## config.mk

```make
export PLATFORM = sky130hd
export DESIGN_NAME = ex_stage_flat
export DESIGN_NICKNAME = d
export VERILOG_FILES = /design/src/rtl/ex_stage_if.sv /design/src/rtl/ex_stage.sv /design/src/flat_wrapper.sv
export SDC_FILE = /design/constraint.sdc
export NUM_CORES = 1
export LEC_CHECK = 0
export ABC_CLOCK_PERIOD_IN_PS = 9800
export CAP_MARGIN = 40
export CORE_UTILIZATION = 29
export DETAILED_ROUTE_END_ITERATION = 10
export HOLD_SLACK_MARGIN = 0.15
export PLACE_DENSITY = 0.58
export SLEW_MARGIN = 0
export SYNTH_ARGS = -nofsm -noshare
export SYNTH_HDL_FRONTEND = slang
export SYNTH_SLANG_ARGS = --single-unit
```

## constraint.sdc

```tcl
create_clock -name clk -period 9.8 [get_ports clk]
set_input_delay 2.45 -clock clk [delete_from_list [all_inputs] [get_ports clk]]
set_output_delay 2.45 -clock clk [all_outputs]
set_load 0.05 [all_outputs]
```

## src/rtl/ex_stage_if.sv

```systemverilog
// ID_EX -> EX -> EX/MEM bundle for the execute stage.
// The master side drives the ID_EX fields; the slave side (ex_stage) returns EX/MEM fields and the stall.
interface ex_stage_if #(
  parameter int W = 16
);
  logic [W-1:0] in_PC_plus_two;
  logic [W-1:0] in_Read_data_1;
  logic [W-1:0] in_Read_data_2;
  logic [W-1:0] in_immediate;
  logic         in_ALU_Src;
  logic [1:0]   in_ALUOp;
  logic         in_RegDest;
  logic [2:0]   in_rt;
  logic [2:0]   in_rd;
  logic         in_MemRead;
  logic         in_MemWrite;
  logic         in_Branch;
  logic         in_MemtoReg;
  logic         in_RegWrite;

  logic         ex_stall;
  logic [W-1:0] O_ALU_result;
  logic         O_zero;
  logic [W-1:0] O_write_data;
  logic [2:0]   O_write_register;
  logic [W-1:0] O_branch_target;
  logic         O_PC_Src;
  logic         O_MemRead;
  logic         O_MemWrite;
  logic         O_MemtoReg;
  logic         O_RegWrite;

  modport master (
    output in_PC_plus_two, in_Read_data_1, in_Read_data_2, in_immediate,
           in_ALU_Src, in_ALUOp, in_RegDest, in_rt, in_rd,
           in_MemRead, in_MemWrite, in_Branch, in_MemtoReg, in_RegWrite,
    input  ex_stall, O_ALU_result, O_zero, O_write_data, O_write_register,
           O_branch_target, O_PC_Src, O_MemRead, O_MemWrite, O_MemtoReg, O_RegWrite
  );

  modport slave (
    input  in_PC_plus_two, in_Read_data_1, in_Read_data_2, in_immediate,
           in_ALU_Src, in_ALUOp, in_RegDest, in_rt, in_rd,
           in_MemRead, in_MemWrite, in_Branch, in_MemtoReg, in_RegWrite,
    output ex_stall, O_ALU_result, O_zero, O_write_data, O_write_register,
           O_branch_target, O_PC_Src, O_MemRead, O_MemWrite, O_MemtoReg, O_RegWrite
  );
endinterface

```

## src/rtl/ex_stage.sv

```systemverilog
// Execute stage of the 16-bit MIPS pipeline: ALU, branch target, destination select,
// iterative shift-add multiplier, and the EX/MEM register (bubbles while mul stalls).
module ex_stage #(
  parameter int W = 16
) (
  input logic         clk,
  input logic         rst_n,
  ex_stage_if.slave   bus
);

  localparam logic [1:0] ST_IDLE = 2'd0;
  localparam logic [1:0] ST_MUL  = 2'd1;
  localparam logic [1:0] ST_DONE = 2'd2;

  logic [1:0]   state_r;
  logic [3:0]   cnt_r;
  logic [W-1:0] mcand_r;
  logic [W-1:0] mplier_r;
  logic [W-1:0] acc_r;

  logic [W-1:0] op_a_s;
  logic [W-1:0] op_b_s;
  logic [3:0]   funct_s;
  logic         is_mul_s;
  logic         stall_s;
  logic [W-1:0] alu_s;
  logic         zero_s;
  logic [2:0]   wreg_s;
  logic [W-1:0] btgt_s;

  assign op_a_s   = bus.in_Read_data_1;
  assign op_b_s   = bus.in_ALU_Src ? bus.in_immediate : bus.in_Read_data_2;
  assign funct_s  = bus.in_immediate[3:0];
  assign is_mul_s = (bus.in_ALUOp == 2'b10) && (funct_s == 4'd8);
  // DONE is the one mul cycle where the pipeline is released and the product is captured
  assign stall_s  = rst_n && is_mul_s && (state_r != ST_DONE);
  assign bus.ex_stall = stall_s;

  assign zero_s = (alu_s == {W{1'b0}});
  assign wreg_s = bus.in_RegDest ? bus.in_rd : bus.in_rt;
  assign btgt_s = bus.in_PC_plus_two + {bus.in_immediate[W-2:0], 1'b0};

  // ALU result select; mul yields the accumulated product held by the FSM
  always_comb begin
    alu_s = {W{1'b0}};
    case (bus.in_ALUOp)
      2'b00: alu_s = op_a_s + op_b_s;
      2'b01: alu_s = op_a_s - op_b_s;
      2'b11: alu_s = op_a_s | op_b_s;
      2'b10: begin
        case (funct_s)
          4'd0:    alu_s = op_a_s + op_b_s;
          4'd1:    alu_s = op_a_s - op_b_s;
          4'd2:    alu_s = op_a_s & op_b_s;
          4'd3:    alu_s = op_a_s | op_b_s;
          4'd4:    alu_s = {{(W-1){1'b0}}, ($signed(op_a_s) < $signed(op_b_s))};
          4'd5:    alu_s = op_a_s << op_b_s[3:0];
          4'd6:    alu_s = op_a_s >> op_b_s[3:0];
          4'd8:    alu_s = acc_r;
          default: alu_s = op_a_s + op_b_s;
        endcase
      end
      default: alu_s = op_a_s + op_b_s;
    endcase
  end

  // Shift-add multiplier: operands latched in IDLE, 16 MUL iterations, one DONE cycle
  always_ff @(posedge clk) begin
    if (!rst_n) begin
      state_r  <= ST_IDLE;
      cnt_r    <= 4'd0;
      mcand_r  <= {W{1'b0}};
      mplier_r <= {W{1'b0}};
      acc_r    <= {W{1'b0}};
    end else begin
      case (state_r)
        ST_IDLE: begin
          if (is_mul_s) begin
            mcand_r  <= op_a_s;
            mplier_r <= op_b_s;
            acc_r    <= {W{1'b0}};
            cnt_r    <= 4'd0;
            state_r  <= ST_MUL;
          end else begin
            state_r  <= ST_IDLE;
          end
        end
        ST_MUL: begin
          if (mplier_r[0]) begin
            acc_r <= acc_r + mcand_r;
          end else begin
            acc_r <= acc_r;
          end
          mcand_r  <= mcand_r << 1;
          mplier_r <= mplier_r >> 1;
          cnt_r    <= cnt_r + 4'd1;
          if (cnt_r == 4'd15) begin
            state_r <= ST_DONE;
          end else begin
            state_r <= ST_MUL;
          end
        end
        ST_DONE: state_r <= ST_IDLE;
        default: state_r <= ST_IDLE;
      endcase
    end
  end

  // EX/MEM register; a stall edge inserts an all-zero bubble
  always_ff @(posedge clk) begin
    if (!rst_n || stall_s) begin
      bus.O_ALU_result     <= {W{1'b0}};
      bus.O_zero           <= 1'b0;
      bus.O_write_data     <= {W{1'b0}};
      bus.O_write_register <= 3'd0;
      bus.O_branch_target  <= {W{1'b0}};
      bus.O_PC_Src         <= 1'b0;
      bus.O_MemRead        <= 1'b0;
      bus.O_MemWrite       <= 1'b0;
      bus.O_MemtoReg       <= 1'b0;
      bus.O_RegWrite       <= 1'b0;
    end else begin
      bus.O_ALU_result     <= alu_s;
      bus.O_zero           <= zero_s;
      bus.O_write_data     <= bus.in_Read_data_2;
      bus.O_write_register <= wreg_s;
      bus.O_branch_target  <= btgt_s;
      bus.O_PC_Src         <= bus.in_Branch & zero_s;
      bus.O_MemRead        <= bus.in_MemRead;
      bus.O_MemWrite       <= bus.in_MemWrite;
      bus.O_MemtoReg       <= bus.in_MemtoReg;
      bus.O_RegWrite       <= bus.in_RegWrite;
    end
  end

endmodule

```

## src/flat_wrapper.sv

```systemverilog
// flat-port wrapper written by rule: the top's interface ports become plain ports
module ex_stage_flat 
#(
  parameter int W = 16
)
  (clk, rst_n, bus_in_PC_plus_two, bus_in_Read_data_1, bus_in_Read_data_2, bus_in_immediate, bus_in_ALU_Src, bus_in_ALUOp, bus_in_RegDest, bus_in_rt, bus_in_rd, bus_in_MemRead, bus_in_MemWrite, bus_in_Branch, bus_in_MemtoReg, bus_in_RegWrite, bus_ex_stall, bus_O_ALU_result, bus_O_zero, bus_O_write_data, bus_O_write_register, bus_O_branch_target, bus_O_PC_Src, bus_O_MemRead, bus_O_MemWrite, bus_O_MemtoReg, bus_O_RegWrite);
  ex_stage_if #(.W(W)) bus_i ();
  input logic clk;
  input logic rst_n;
  input wire logic [$bits(bus_i.in_PC_plus_two)-1:0] bus_in_PC_plus_two;
  input wire logic [$bits(bus_i.in_Read_data_1)-1:0] bus_in_Read_data_1;
  input wire logic [$bits(bus_i.in_Read_data_2)-1:0] bus_in_Read_data_2;
  input wire logic [$bits(bus_i.in_immediate)-1:0] bus_in_immediate;
  input wire logic [$bits(bus_i.in_ALU_Src)-1:0] bus_in_ALU_Src;
  input wire logic [$bits(bus_i.in_ALUOp)-1:0] bus_in_ALUOp;
  input wire logic [$bits(bus_i.in_RegDest)-1:0] bus_in_RegDest;
  input wire logic [$bits(bus_i.in_rt)-1:0] bus_in_rt;
  input wire logic [$bits(bus_i.in_rd)-1:0] bus_in_rd;
  input wire logic [$bits(bus_i.in_MemRead)-1:0] bus_in_MemRead;
  input wire logic [$bits(bus_i.in_MemWrite)-1:0] bus_in_MemWrite;
  input wire logic [$bits(bus_i.in_Branch)-1:0] bus_in_Branch;
  input wire logic [$bits(bus_i.in_MemtoReg)-1:0] bus_in_MemtoReg;
  input wire logic [$bits(bus_i.in_RegWrite)-1:0] bus_in_RegWrite;
  output wire logic [$bits(bus_i.ex_stall)-1:0] bus_ex_stall;
  output wire logic [$bits(bus_i.O_ALU_result)-1:0] bus_O_ALU_result;
  output wire logic [$bits(bus_i.O_zero)-1:0] bus_O_zero;
  output wire logic [$bits(bus_i.O_write_data)-1:0] bus_O_write_data;
  output wire logic [$bits(bus_i.O_write_register)-1:0] bus_O_write_register;
  output wire logic [$bits(bus_i.O_branch_target)-1:0] bus_O_branch_target;
  output wire logic [$bits(bus_i.O_PC_Src)-1:0] bus_O_PC_Src;
  output wire logic [$bits(bus_i.O_MemRead)-1:0] bus_O_MemRead;
  output wire logic [$bits(bus_i.O_MemWrite)-1:0] bus_O_MemWrite;
  output wire logic [$bits(bus_i.O_MemtoReg)-1:0] bus_O_MemtoReg;
  output wire logic [$bits(bus_i.O_RegWrite)-1:0] bus_O_RegWrite;
  assign bus_i.in_PC_plus_two = bus_in_PC_plus_two;
  assign bus_i.in_Read_data_1 = bus_in_Read_data_1;
  assign bus_i.in_Read_data_2 = bus_in_Read_data_2;
  assign bus_i.in_immediate = bus_in_immediate;
  assign bus_i.in_ALU_Src = bus_in_ALU_Src;
  assign bus_i.in_ALUOp = bus_in_ALUOp;
  assign bus_i.in_RegDest = bus_in_RegDest;
  assign bus_i.in_rt = bus_in_rt;
  assign bus_i.in_rd = bus_in_rd;
  assign bus_i.in_MemRead = bus_in_MemRead;
  assign bus_i.in_MemWrite = bus_in_MemWrite;
  assign bus_i.in_Branch = bus_in_Branch;
  assign bus_i.in_MemtoReg = bus_in_MemtoReg;
  assign bus_i.in_RegWrite = bus_in_RegWrite;
  assign bus_ex_stall = bus_i.ex_stall;
  assign bus_O_ALU_result = bus_i.O_ALU_result;
  assign bus_O_zero = bus_i.O_zero;
  assign bus_O_write_data = bus_i.O_write_data;
  assign bus_O_write_register = bus_i.O_write_register;
  assign bus_O_branch_target = bus_i.O_branch_target;
  assign bus_O_PC_Src = bus_i.O_PC_Src;
  assign bus_O_MemRead = bus_i.O_MemRead;
  assign bus_O_MemWrite = bus_i.O_MemWrite;
  assign bus_O_MemtoReg = bus_i.O_MemtoReg;
  assign bus_O_RegWrite = bus_i.O_RegWrite;
  ex_stage #(.W(W)) u_core (.clk(clk), .rst_n(rst_n), .bus(bus_i));
endmodule
```

==> impl_metrics.ini, run 1 <==
[power_and_ir_drop]
p_int_mw = 0.897
ir_drop_mv = 0.116
p_leak_nw = 4.90
power_switching_mw = 0.588
p_sw_share_pct = 39.6
power_frac_seq_pct = 32.6
powerDensity_mw_per_mm2 = 124
power.share.clock_pct = 26.2
power_frac_comb_pct = 41.2
p_total_mw = 1.49

[clock_network]
cts_resized = 0
ctsHoldBuffers = 0
cts_root_buffer = clkbuf_16
clk-insertion-delay-late_ns = 0.38
cts_tree = yes
h-tree-depth = 3
cts_buffers = 9
cts.clk_slew.worst_paths_ns = 0.07
post-cts-setup-buffers = 0
cts_max_path_buffers = 2
clock_sinks = 111

[outcome]
status = finished, final reports clean

[route]
drtAntennaViolNets = 0
drt-total-wl_microns = 42000
via_per_inst = 5.69
wire_per_inst_microns = 22.8
first_pass_iters = 7
remaining_drc_errors = 0
initialDrtViolationCount = 1085
vias = 10480

[setup_path]
path_max_fanout = 42
path_buf_inv = 3
r2r_end = u_core.acc_r[15]
reg2reg_depth = 11
worst-r2r-setup-slack_ns = 6.26
criticalPathCategory = input port to output pin
cpLargestDelayFamily = buffers and inverters
reg2reg_from = u_core.acc_r[4]
cpMaxStageDelayCell = clkdlybuf4s50_1
crit_path_start_kind = input port
crit_top_cell = nor2_1
path_cells = clkdlybuf4s50_1 -> buf_4 -> nor2_1 -> nand3b_1 -> nor2_1 -> o21ai_2 -> nor2_1 -> clkdlybuf4s50_1
cp.required_ns = 7.35
end_kind = output pin
cp.arrival_ns = 5.09
slowest_delay_ns = 0.82

[finish]
drive_gt1_share_pct = 5.14
nNetsFinal = 1565
seq_area_sq_mm = 0.00222
antenna_cells = 0
multi_input_area_sq_mm = 0.00700
num-fill-cells = 3510
area_delta_synth_final_pct = 22.6
final_util_pct = 36.5

[min_path]
min_from = u_core.mplier_r[2]
worstHoldPathCells = 2
hold_path_end = u_core.mplier_r[2]
hold_path_class = flop to flop

[synthesis]
synth_area_leaders = dfxtp_1 23%, ha_1 11%, nor2_1 7.2%, mux2i_1 5.5%, a21oi_1 4.9%
synth_enable_flop_cells = 0
synth_top_area_cell = dfxtp_1
synth_most_common_cell = nor2_1
seq_area_frac_synth_pct = 22.8
yosysWarningCount = 0
synth_top_cell_area_share_pct = 22.8
synth_top_flop_cell = dfxtp_1
synthCells = 1287
synth_cell_type_count = 78
syn_nets = 1457
syn_area_sq_mm = 0.00975
async_reset_ff_share_pct = 0
synthTopCellsByCount = 188 x nor2_1, 111 x dfxtp_1, 96 x nand2_1
ys_ff_latch = 111
avgSynthCellArea_sq_um = 7.57

[timing]
finalHoldViolCount = 0
fmax_mhz = 133
relSlewSlack_pct = 33.4
fin_setup_tns_ns = 0
finalSetupViolations = 0
finalClockSkew_ns = 0.00906
finalCriticalPeriod_ns = 7.54
period_share_pct = 77.0
slew_violations = 0
worst_pin_slew_ns = 0.986
rsz0062_at_grt = no

[floorplanning]
start_util_pct = 29.7
coreArea_sq_mm = 0.0328
ioPinCount = 139
die_width_microns = 185
die_h_microns = 185
rows = 66
die_area_sq_mm = 0.0343

[global_routing]
antenna_found_initial = 1
grt_pass1_wl_microns = 62600
grt-ovfl-total = 0
track_usage_pct = 24.5
grt_pass1_vias = 10024
grt_max_degree = 52

[placement]
place_hpwl_microns = 32800
place_congestion = 1.01
numPortBuffers = 138

[job]
drv_cap = 0
## kinds of logic after synthesis
| family | share of synthesized area, % |
|---|---|
| AOI/OAI and AO/OA | 25.3 |
| xor gates and xnor gates | 3.59 |
| adders and majority gates | 11.7 |
| buffers and inverters | 5.58 |
| DFF | 22.8 |
| muxes | 7.63 |
| and+or+nand+nor | 23.4 |
## layout by cell type, fill, tap and decap left out, types with 13 or more instances in the layout
| cell | count |
|---|---|
| and3_1 | 30 |
| nor3_1 | 33 |
| nand3_1 | 27 |
| ha_1 | 85 |
| and2_1 | 17 |
| o211ai_1 | 14 |
| clkdlybuf4s50_1 | 138 |
| inv_1 | 64 |
| xnor2_1 | 24 |
| a21oi_1 | 95 |
| a22oi_1 | 26 |
| o21ai_0 | 50 |
| a311oi_1 | 16 |
| nand2b_1 | 18 |
| a211oi_1 | 30 |
| nand2_1 | 96 |
| mux2i_1 | 52 |
| nor2b_1 | 13 |
| buf_4 | 29 |
| nor2_1 | 187 |
| dfxtp_1 | 111 |
| xor2_1 | 16 |
## routing by layer
| metal | track usage, % | vias to the layer above | share of wire (%) |
|---|---|---|---|
| met1 | 32.8 | 5025 | 44 |
| met2 | 38.0 | 442 | 44 |
| li1 | - | 4925 | - |
| met4 | 10.6 | 0 | 3.9 |
| met3 | 4.56 | 88 | 7.3 |
| met5 | 0 | - | 0 |
## state kept, by name, summed over array words and instances (netlist names)
signal,cells
u_core.acc_r,16
u_core.bus.O_ALU_result,16
u_core.bus.O_branch_target,16
u_core.bus.O_write_data,16
u_core.mcand_r,16
u_core.mplier_r,16
u_core.cnt_r,4
u_core.bus.O_write_register,3
u_core.state_r,2
u_core.bus.O_MemRead,1
u_core.bus.O_MemWrite,1
u_core.bus.O_MemtoReg,1
u_core.bus.O_PC_Src,1
u_core.bus.O_RegWrite,1
u_core.bus.O_zero,1
## power groups by stage
stage / clock network [mW] / registers [mW] / logic [mW]
after floorplan: 0 / 0.573 / 0.303
after global placement: 0 / 0.494 / 0.598
after detailed placement: 0 / 0.495 / 0.598
after CTS: 0.400 / 0.484 / 0.601
after global routing: 0.417 / 0.487 / 0.651
final: 0.389 / 0.484 / 0.612
## layout make-up
cell class	count	share of cell area, %
clock inverters	7	0.680
inverters	69	2.17
flip-flops and latches	111	18.6
repair buffers	169	13.5
well taps	442	4.63
multi-input cells	1035	58.6
clock buffers	9	1.88
## through the flow
stage          hold slack (ns)  cells  instance area, sq um  setup slack [ns]
4_1_cts                  0.497   1842                 12000              2.29
3_3_place_gp             0.469   1823                 11600              2.39
5_1_grt                  0.531   1842                 12000              2.20
2_1_floorplan            0.454   1287                  9750              2.99
3_5_place_dp             0.477   1826                 11600              2.31
6_report                 0.493   1842                 12000              2.26
## worst reg2reg max path, stage by stage (launching register included)
cell	delay [ns]
dfxtp_1	0.48
ha_1	0.33
and3_1	0.20
a221oi_1	0.40
a21oi_1	0.21
a41oi_1	0.33
a21oi_1	0.15
and4_1	0.22
a2111oi_0	0.51
xor2_1	0.16
and3_1	0.20
o31a_1	0.24
## worst max-delay path by stage
stage | start | endpoint | slack, ns | cells past startpoint
final | bus_in_immediate[0] | bus_ex_stall | 2.26 | 8
after CTS | bus_in_immediate[0] | bus_ex_stall | 2.29 | 8
after global routing | bus_in_immediate[0] | bus_ex_stall | 2.20 | 8
after floorplan | bus_in_immediate[1] | bus_ex_stall | 2.99 | 8
after detailed placement | bus_in_immediate[0] | bus_ex_stall | 2.31 | 8
after global placement | bus_in_immediate[0] | bus_ex_stall | 2.39 | 8
(Power assumes the default switching activity.)
==> run 2, diff against run 1 <==
Settings changed: ABC_CLOCK_PERIOD_IN_PS 9800 to 7500.
Clock period 9.8 ns to 7.5 ns, I/O delays scaled along.
==> impl_metrics.ini, run 2 (synthesized netlist as in run 1, its figures left out) <==
[setup_path]
reg2reg_depth = 11
cp.arrival_ns = 6.59
criticalPathCategory = input port to flop
end_kind = flop
reg2reg_from = u_core.acc_r[3]
worst-r2r-setup-slack_ns = 3.95
path_max_fanout = 14
cp.required_ns = 7.82
crit_path_start_kind = input port
crit_start = bus_in_ALU_Src

[global_routing]
track_usage_pct = 23.2
grt_pass1_wl_microns = 60500
grt_pass1_vias = 9983
antenna_found_initial = 1
grt-ovfl-total = 0
grt_max_degree = 52

[route]
vias = 10520
first_pass_iters = 6
remaining_drc_errors = 0
wire_per_inst_microns = 21.7
drt-total-wl_microns = 40200
initialDrtViolationCount = 1218
drtAntennaViolNets = 0
via_per_inst = 5.67

[clock_network]
cts_resized = 0
cts_max_path_buffers = 2
clock_sinks = 111
cts_buffers = 9
post-cts-setup-buffers = 0
cts_root_buffer = clkbuf_16
ctsHoldBuffers = 0
cts.clk_slew.worst_paths_ns = 0.08
clk-insertion-delay-late_ns = 0.37
cts_tree = yes
h-tree-depth = 3

[finish]
area_delta_synth_final_pct = 23.8
nNetsFinal = 1578
layout_commonest_cell = nor2_1
drive_gt1_share_pct = 6.09
final_cell_mix = 187 x nor2_1, 137 x clkdlybuf4s50_1, 111 x dfxtp_1
antenna_cells = 0
finalNonFillerCells = 1855
stdcell_area_sq_mm = 0.0121

[timing]
timing.hold.ws_ns = 0.496
fin_setup_tns_ns = 0
fmax_mhz = 160
rsz0062_at_grt = no
slew_violations = 0
finalHoldViolCount = 0
relSlewSlack_pct = 46.8
finalSetupViolations = 0
worst_pin_slew_ns = 0.776
period_share_pct = 83.6
finalCriticalPeriod_ns = 6.27
finalClockSkew_ns = 0.0107

[floorplanning]
rows = 66
coreArea_sq_mm = 0.0328
die_area_sq_mm = 0.0343
die_width_microns = 185
die_h_microns = 185
ioPinCount = 139
start_util_pct = 29.7

[placement]
dpl.cell_count = 1839
numPortBuffers = 138
place_congestion = 1.02
postPlaceCellArea_sq_mm = 0.0117
place_hpwl_microns = 30900

[min_path]
min_from = u_core.mplier_r[14]
hold_path_class = flop to flop
worstHoldPathCells = 2

[power_and_ir_drop]
powerDensity_mw_per_mm2 = 163
p_leak_nw = 4.98
ir_drop_mv = 0.104

[job]
drv_cap = 0

[outcome]
status = finished, final reports clean
run 2: changes by cell type in the layout (fill, tap and decap cells not counted), sizes merged:
cell,before,now
clkdlybuf4s18,1,0
clkdlybuf4s50,138,137
clkinv,6,8
clkinvlp,2,0
buf,30,45
run 2: path summary, 6_finish.rpt:
kind                                             to
worst max-delay path            u_core.bus.O_PC_Src
worst min register to register  u_core.mplier_r[14]
worst min-delay path            u_core.mplier_r[14]
worst max register to register     u_core.acc_r[15]
run 2: critical path, cell delays in order:
cell,delay [ns]
clkdlybuf4s50_1,0.79
buf_4,0.36
mux2i_1,0.70
ha_1,0.45
nor2_1,0.12
nand3_1,0.18
a21oi_1,0.30
nor3_1,0.15
or3_1,0.43
a21oi_1,0.34
o21ai_0,0.18
o221ai_1,0.18
nand4_1,0.19
and4bb_2,0.32
run 2: report_power, final:
group          total (mW)  switching (mW)  internal (mW)
combinational       0.795           0.503          0.292
clock               0.535           0.264          0.271
sequential          0.632          0.0100          0.622
run 2: through the flow:
step	util, %	setup slack [ns]	power (mW)
6_report	36.8	1.23	1.96
4_1_cts	36.8	1.34	1.96
3_3_place_gp	35.8	1.06	1.42
5_1_grt	36.8	0.897	2.06
2_1_floorplan	-	1.84	1.15
3_5_place_dp	35.8	0.981	1.42
run 2: cell type report:
class	count	area (sq um)
inverter	69	259
fill	3456	20700
tap	442	553
sequential	111	2220
clock buffer	9	225
timing repair buffer	182	1700
clock inverter	7	105
multi-input combinational	1035	7000
run 2: routing by layer:
metal | part of all wire [%] | GRT usage [%]
met2 | 45 | 36.1
met4 | 3.4 | 8.26
met1 | 44 | 31.7
met5 | 0 | 0
met3 | 7.5 | 4.48
==> run 3, diff against run 2 <==
Settings changed: ABC_CLOCK_PERIOD_IN_PS 7500 to 6000.
Clock period 7.5 ns to 6 ns, I/O delays scaled along.
==> impl_metrics.ini, run 3 (synthesized netlist as in run 1, its figures left out) <==
[outcome]
status = finished, final reports clean

[placement]
place_hpwl_microns = 32800
numPortBuffers = 138
place_congestion = 0.995

[global_routing]
grt_max_degree = 52
track_usage_pct = 23.8
grt-ovfl-total = 0
grt_pass1_vias = 10021
antenna_found_initial = 1
grt_pass1_wl_microns = 61500

[timing]
worst_pin_slew_ns = 0.777
fin_setup_tns_ns = 0
period_share_pct = 92.4
slew_violations = 0
fmax_mhz = 180
finalCriticalPeriod_ns = 5.54
finalHoldViolCount = 0
finalSetupViolations = 0
rsz0062_at_grt = no
relSlewSlack_pct = 48.1
finalClockSkew_ns = 0.00985

[setup_path]
cpMaxStageDelayCell = clkdlybuf4s50_1
end_kind = flop
crit_path_start_kind = input port
path_max_fanout = 26
slowest_delay_ns = 0.57
worst-r2r-setup-slack_ns = 2.48
cp.arrival_ns = 5.80
reg2reg_from = u_core.acc_r[4]
path_cells = clkdlybuf4s50_1 -> buf_4 -> mux2i_2 -> buf_4 -> ha_1 -> nor2_1 -> o311a_1 -> o221ai_1 -> a21oi_1 -> buf_4 -> a311oi_1 -> buf_4 -> mux2i_1 -> a31o_2 -> a21oi_1 -> buf_4 -> nor2_1 -> and4bb_2
crit_top_cell = buf_4
reg2reg_depth = 11
cp.required_ns = 6.26
r2r_end = u_core.acc_r[15]
criticalPathCategory = input port to flop

[finish]
nNetsFinal = 1623
final_cell_mix = 187 x nor2_1, 137 x clkdlybuf4s50_1, 111 x dfxtp_1
num-fill-cells = 3497
drive_gt1_share_pct = 9.05
area_delta_synth_final_pct = 27.2
antenna_cells = 0
layout_commonest_cell = nor2_1
final_util_pct = 37.8

[route]
wire_per_inst_microns = 21.6
initialDrtViolationCount = 1203
vias = 10687
via_per_inst = 5.62
remaining_drc_errors = 0
drt-total-wl_microns = 41000
drtAntennaViolNets = 0
first_pass_iters = 6

[clock_network]
cts_buffers = 9
ctsHoldBuffers = 0
post-cts-setup-buffers = 0
cts_root_buffer = clkbuf_16
cts_tree = yes
cts_resized = 0
clk-insertion-delay-late_ns = 0.38
h-tree-depth = 3
cts.clk_slew.worst_paths_ns = 0.08
clock_sinks = 111
cts_max_path_buffers = 2

[min_path]
hold_path_end = u_core.mplier_r[13]
min_from = u_core.mplier_r[13]
worstHoldPathCells = 2
hold_path_class = flop to flop

[power_and_ir_drop]
powerDensity_mw_per_mm2 = 196
p_leak_nw = 5.18
ir_drop_mv = 0.143

[floorplanning]
coreArea_sq_mm = 0.0328
die_h_microns = 185
ioPinCount = 139
die_width_microns = 185
start_util_pct = 29.7
die_area_sq_mm = 0.0343
rows = 66

[job]
drv_cap = 0
run 3: cell count changes in the layout (fill, tap and decap cells not counted):
cell / change
buf_1: -1
buf_12: +2
buf_2: -1
buf_4: +45
bufinv_16: -1
clkinv_4: +1
clkinv_8: -3
clkinvlp_4: +2
inv_6: -1
inv_8: +2
run 3: worst max-delay path by stage:
stage / from / endpoint / slack [ns] / cells past startpoint
after CTS: bus_in_ALU_Src / u_core.bus.O_PC_Src / 0.55 / 18
after floorplan: bus_in_ALU_Src / u_core.bus.O_PC_Src / 0.75 / 15
final: bus_in_ALU_Src / u_core.bus.O_PC_Src / 0.46 / 18
after global placement: bus_in_ALU_Src / u_core.bus.O_zero / 0.21 / 16
after global routing: bus_in_ALU_Src / u_core.bus.O_zero / 0.15 / 16
after detailed placement: bus_in_ALU_Src / u_core.bus.O_PC_Src / 0.18 / 18
run 3: critical path: cells and delay by family:
family | cells | cell delay, ns
buffers and inverters | 6 | 1.70
AOI/OAI and AO/OA | 6 | 1.60
muxes | 2 | 0.40
and+or+nand+nor | 3 | 0.34
adders and majority gates | 1 | 0.25
run 3: power by group:
part           internal, mW  switching [mW]
clock                 0.291           0.312
combinational         0.397           0.641
sequential            0.777          0.0121
total                  1.47           0.964
run 3: cell type report:
| class | count | area (sq um) | area share (%) |
|---|---|---|---|
| inverter | 69 | 259 | 2.09 |
| clock buffer | 9 | 225 | 1.82 |
| tap | 442 | 553 | 4.46 |
| multi-input combinational | 1035 | 7000 | 56.5 |
| clock inverter | 7 | 63.8 | 0.515 |
| timing repair buffer | 227 | 2070 | 16.7 |
| sequential | 111 | 2220 | 17.9 |
run 3: through the flow:
stage                     instance area (sq um)  std cells  worst slack [ns]  total power, mW  hold WS, ns
after floorplan                            9750       1287             0.752             1.43        0.454
after global placement                    12100       1883             0.207             1.83        0.469
after detailed placement                  12100       1884             0.182             1.82        0.482
after CTS                                 12400       1900             0.545             2.43        0.500
after global routing                      12400       1900             0.149             2.55        0.524
final                                     12400       1900             0.459             2.43        0.497
run 3: layer usage:
| metal | wire [microns] | GRT usage [%] |
|---|---|---|
| met1 | 17400 | 32.4 |
| met4 | 1790 | 10.7 |
| met3 | 3860 | 4.54 |
| met2 | 17900 | 36.1 |
| met5 | 0 | 0 |
